### config.mk
export PLATFORM = sky130hd
export DESIGN_NAME = pwm_capture
export DESIGN_NICKNAME = d
export VERILOG_FILES = /design/src/rtl/pwm_capture.sv
export SDC_FILE = /design/constraint.sdc
export NUM_CORES = 1
export LEC_CHECK = 0
export ABC_AREA = 1
export CAP_MARGIN = 40
export CORE_MARGIN = 5
export CORE_UTILIZATION = 47
export CTS_CLUSTER_SIZE = 16
export DETAILED_ROUTE_END_ITERATION = 10
export PLACE_DENSITY_LB_ADDON = 0.3
export SLEW_MARGIN = 20
export SYNTH_ARGS = -nofsm -noshare
export SYNTH_HDL_FRONTEND = slang
export SYNTH_SLANG_ARGS = --single-unit
export TNS_END_PERCENT = 100
### constraint.sdc
create_clock -name clk -period 2.4 [get_ports clk]
set_clock_uncertainty 0.2 [all_clocks]
set_input_delay 0.72 -clock clk [delete_from_list [all_inputs] [get_ports clk]]
set_output_delay 0.72 -clock clk [all_outputs]
set_load 0.005 [all_outputs]
### src/rtl/pwm_capture.sv
// pwm_capture: measures the high time, low time and period of each complete cycle on an asynchronous PWM line.
// Optional build macro PWM_CAP_GLITCH_FILTER_EN adds a 3-sample majority filter after the synchronizer.
module pwm_capture #(
  parameter int CW   = 16,
  parameter int SYNC = 2
) (
  input  logic          clk,
  input  logic          rst,
  input  logic          pwm_in,
  output logic [CW-1:0] high_time,
  output logic [CW-1:0] low_time,
  output logic [CW-1:0] period,
  output logic          meas_valid,
  output logic          timeout
);

  localparam logic [CW-1:0] CNT_MAX = {CW{1'b1}};

`ifdef PWM_CAP_GLITCH_FILTER_EN
  localparam int FILL = SYNC + 4;
`else
  localparam int FILL = SYNC + 1;
`endif

  typedef enum logic [1:0] {
    SEEK = 2'd0,
    HIGH = 2'd1,
    LOW  = 2'd2
  } state_t;

  state_t          state_reg, state_next;
  logic [SYNC-1:0] sync_reg;
  logic [FILL-1:0] fill_reg;
  logic            s_raw;
  logic            s;
  logic            s_d_reg;
  logic            primed;
  logic            rise;
  logic            fall;

  logic [CW-1:0]   hcnt_reg, hcnt_next;
  logic [CW-1:0]   lcnt_reg, lcnt_next;
  logic [CW-1:0]   high_reg, high_next;
  logic [CW-1:0]   low_reg, low_next;
  logic [CW-1:0]   period_reg, period_next;
  logic            valid_reg, valid_next;
  logic            timeout_reg, timeout_next;
  logic [CW:0]     period_sum;
  logic [CW-1:0]   period_sat;

  always_ff @(posedge clk) begin
    if (rst) begin
      sync_reg <= '0;
    end else begin
      sync_reg <= {sync_reg[SYNC-2:0], pwm_in};
    end
  end

  assign s_raw = sync_reg[SYNC-1];

`ifdef PWM_CAP_GLITCH_FILTER_EN
  logic [2:0] hist_reg;

  always_ff @(posedge clk) begin
    if (rst) begin
      hist_reg <= 3'b000;
    end else begin
      hist_reg <= {hist_reg[1:0], s_raw};
    end
  end

  assign s = (hist_reg[0] & hist_reg[1]) | (hist_reg[0] & hist_reg[2]) |
             (hist_reg[1] & hist_reg[2]);
`else
  assign s = s_raw;
`endif

  // The cleared pipeline is not a real sample of the line: edges are ignored until
  // s_d holds a genuine sample, so a line already high at reset release is not a rise.
  always_ff @(posedge clk) begin
    if (rst) begin
      s_d_reg  <= 1'b0;
      fill_reg <= '0;
    end else begin
      s_d_reg  <= s;
      fill_reg <= {fill_reg[FILL-2:0], 1'b1};
    end
  end

  assign primed = fill_reg[FILL-1];
  assign rise   = primed & s & ~s_d_reg;
  assign fall   = primed & ~s & s_d_reg;

  assign period_sum = {1'b0, hcnt_reg} + {1'b0, lcnt_reg};
  assign period_sat = period_sum[CW] ? CNT_MAX : period_sum[CW-1:0];

  always_ff @(posedge clk) begin
    if (rst) begin
      state_reg   <= SEEK;
      hcnt_reg    <= '0;
      lcnt_reg    <= '0;
      high_reg    <= '0;
      low_reg     <= '0;
      period_reg  <= '0;
      valid_reg   <= 1'b0;
      timeout_reg <= 1'b0;
    end else begin
      state_reg   <= state_next;
      hcnt_reg    <= hcnt_next;
      lcnt_reg    <= lcnt_next;
      high_reg    <= high_next;
      low_reg     <= low_next;
      period_reg  <= period_next;
      valid_reg   <= valid_next;
      timeout_reg <= timeout_next;
    end
  end

  always_comb begin
    state_next   = state_reg;
    hcnt_next    = hcnt_reg;
    lcnt_next    = lcnt_reg;
    high_next    = high_reg;
    low_next     = low_reg;
    period_next  = period_reg;
    valid_next   = 1'b0;
    timeout_next = timeout_reg;

    case (state_reg)
      SEEK: begin
        if (rise) begin
          state_next = HIGH;
          hcnt_next  = CW'(1);
          lcnt_next  = '0;
        end
      end

      HIGH: begin
        if (fall) begin
          state_next = LOW;
          lcnt_next  = CW'(1);
        end else if (hcnt_reg == CNT_MAX) begin
          state_next   = SEEK;
          hcnt_next    = '0;
          lcnt_next    = '0;
          timeout_next = 1'b1;
        end else begin
          hcnt_next = hcnt_reg + CW'(1);
        end
      end

      LOW: begin
        // A rise takes priority over saturation; the saturated count is published.
        if (rise) begin
          high_next    = hcnt_reg;
          low_next     = lcnt_reg;
          period_next  = period_sat;
          valid_next   = 1'b1;
          timeout_next = 1'b0;
          state_next   = HIGH;
          hcnt_next    = CW'(1);
          lcnt_next    = '0;
        end else if (lcnt_reg == CNT_MAX) begin
          state_next   = SEEK;
          hcnt_next    = '0;
          lcnt_next    = '0;
          timeout_next = 1'b1;
        end else begin
          lcnt_next = lcnt_reg + CW'(1);
        end
      end

      default: begin
        state_next = SEEK;
        hcnt_next  = '0;
        lcnt_next  = '0;
      end
    endcase
  end

  assign high_time  = high_reg;
  assign low_time   = low_reg;
  assign period     = period_reg;
  assign meas_valid = valid_reg;
  assign timeout    = timeout_reg;

endmodule

==> impl_metrics.toml <==
[worst_hold_path]
min_path_type = "reg2reg"

[yosys]
yosysWarnings = 0
yosysSeqAreaShare = 0.3541
synth_nets = 811
synth-seq-cells = 90
synth.avg_cell_area_um2 = 6.482
postSynthCellCount = 785
synthesis.area_um2 = 5089
yosys.cell_types.count = 37

[grt]
grt_first_pass_wirelength_um = 23070
antenna_found_initial = 0
first_global_vias = 4793
track_usage = 0.2205
grt_max_degree = 44
overflow = 0

[timing]
max_freq_mhz = 444.9
post-route-period-util = 0.9365
rsz0062_at_grt = "true"
finalMaxSlewViolations = 0
slew_headroom = 0.6657
finalSetupViolations = 0
tightest_slew_ns = 0.5009
hold_violations = 0
layout_setup_ws_ns = 0.1524
period_needed_ns = 2.248

[setup_path]
crit_path_end_kind = "register"
worstPathArrival_ns = 2.32
crit_path_max_fanout = 11
reg2reg_slack_ns = 0.15
critPathLaunchType = "register"
crit_type = "reg2reg"
required_ns = 2.47

[die]
start_util = 0.4736
die_h_um = 114.1
num_rows = 38
die_area_um2 = 13010
io-pin-count = 53
core_area_um2 = 10750
die_x_um = 114.1

[cts]
clk_pin_slew_ns = 0.09
clkLatencyLatePin_ns = 0.38
cts_hold_buf = 0
cts.sinks = 90
h-tree-depth = 3
root_buffer = "clkbuf_8"
clk_path_buf_depth = 2
numCtsBuffers = 9
cts_tree = "yes"

[routing]
top_layer = "met4"
antenna_left = 0
vias = 4978
initialDrtViolationCount = 280
wl_met3_um = 812
via_per_inst = 5.008
wire_per_inst_um = 13.50
dr.pass1.iters = 5
wl_met1_um = 6354
drc = 0
wl_met2_um = 5912
routed_wl_um = 13420

[power_and_ir_drop]
vdd.ir_drop.worst_mv = 0.3832
p_int_uw = 2558
powerDensity_nw_per_um2 = 622.7
switching_share = 0.3274
p_leak_uw = 0.002786
p_seq_frac = 0.421
pwr-share-comb = 0.276
finalPower_uw = 3803
power.switching_uw = 1245
clkPwrFrac = 0.303

[placement]
dp.cells = 978
place.gp.congestion = 1.007
hpwl_um = 10230
pre_cts_slack_ns = 0.1621
io_buffer_count = 52

[final_layout]
fin_cells = 994
antenna_cells = 0
area_growth_pct = 20.01
layout-drive-gt1-share = 0.07728
nNetsFinal = 875

[job]
drv_cap = 0

[run_status]
status = "finished clean"
## routing by layer
layer  up-vias  global-route usage
met5         -                   0
met4         0             0.09184
met3        23             0.04123
met2       157              0.3478
met1      2194              0.2967
li1       2604                   -
## cells in the mapped netlist
master,n,area (um^2)
and2_1,1,6.260
nor3_1,7,35.03
a21oi_1,42,210.2
a22oi_1,1,7.510
inv_2,2,7.510
or2_1,1,6.260
o21ai_1,6,30.03
a21oi_2,2,17.52
xor2_1,8,70.07
inv_1,104,390.4
nand2_1,196,735.7
nand3_1,41,205.2
nor3b_1,2,15.01
buf_6,2,22.52
xnor2_1,2,17.52
o21bai_4,2,37.54
buf_4,4,30.03
a21o_1,1,7.510
nand2_4,1,11.26
fa_1,1,20.02
ha_1,22,275.3
dfxtp_1,90,1802
or2_2,2,12.51
nor2_2,6,37.54
buf_2,5,25.02
nor2_1,130,488.0
o21ai_0,62,310.3
nand3b_1,1,7.510
o21bai_2,1,11.26
o211ai_1,2,15.01
nor2_4,2,22.52
o21a_1,4,30.03
o21bai_1,3,22.52
buf_1,1,3.750
nand4_1,9,56.30
clkbuf_1,13,48.80
nand2_2,6,37.54
## metrics by stage
step / hold slack (ns) / instance area (um^2) / utilization / setup TNS (ns)
finish: 0.2093 / 6107 / 0.5684 / 0
global route: 0.2355 / 6107 / 0.5684 / -0.04201
CTS: 0.2108 / 6102 / 0.5679 / 0
detailed placement: 0.1979 / 5882 / 0.5474 / 0
global placement: 0.1932 / 5882 / 0.5474 / 0
floorplan: 0.1883 / 5089 / - / 0
## worst max-delay path: stages, from the launching register on
cell     delay [ns]
dfxtp_1        0.32
ha_1           0.22
fa_1           0.41
nand2_1        0.09
nand2_1        0.10
nand3_1        0.10
nand2_1        0.11
a21oi_2        0.19
buf_6          0.16
o21ai_0        0.10
nor2_1         0.09
nor2_1         0.04
## final timing paths
kind	startpoint	endpoint	cells after the start
worst max register to register	hcnt_reg[0]	period[13]	11
worst min register to register	sync_reg[0]	sync_reg[1]	2
worst min-delay path	sync_reg[0]	sync_reg[1]	2
worst max-delay path	hcnt_reg[0]	period[13]	11
## timing repair
item	in CTS	in global routing
setup buffers	0	0
resized for setup	0	2
endpoints found under the setup margin	0	3
## cell families (layout without fill, tap and decap cells)
family | after synthesis | after routing | share of synthesized area
DFF | 90 | 90 | 0.3541
xor gates and xnor gates | 10 | 10 | 0.01721
buffers and inverters | 131 | 200 | 0.1038
adders and majority gates | 23 | 23 | 0.05803
and+or+nand+nor | 405 | 405 | 0.3295
AOI/OAI and AO/OA | 126 | 126 | 0.1374
## power by group through the flow
| stage | Combinational (uW) | Sequential, uW | Clock (uW) |
|---|---|---|---|
| 3_5_place_dp | 1030 | 1630 | 0 |
| 5_1_grt | 1180 | 1610 | 1260 |
| 4_1_cts | 1040 | 1600 | 1190 |
| 6_report | 1050 | 1600 | 1150 |
| 2_1_floorplan | 689 | 1640 | 0 |
| 3_3_place_gp | 1020 | 1630 | 0 |
## area by class of cell
cell class	instances	area [um^2]
Inverter	106	397.9
Tap cell	140	175.2
Clock buffer	12	145.1
Fill cell	1048	4638
Timing Repair Buffer	78	744.5
Multi-Input combinational cell	564	2766
Clock inverter	4	75.07
Sequential cell	90	1803
## cells in the final DEF, fill, tap and decap left out, drive strengths merged, types with 3 or more instances in the layout
cell / count
inv: 105
a21oi: 44
nand4: 9
o21a: 4
nand2: 203
o21ai: 68
dfxtp: 90
nor3: 7
or2: 3
clkdlybuf4s50: 52
buf: 26
clkbuf: 12
xor2: 8
nand3: 41
o21bai: 6
nor2: 138
ha: 22
Note: power is estimated with default switching activity, not from simulation.
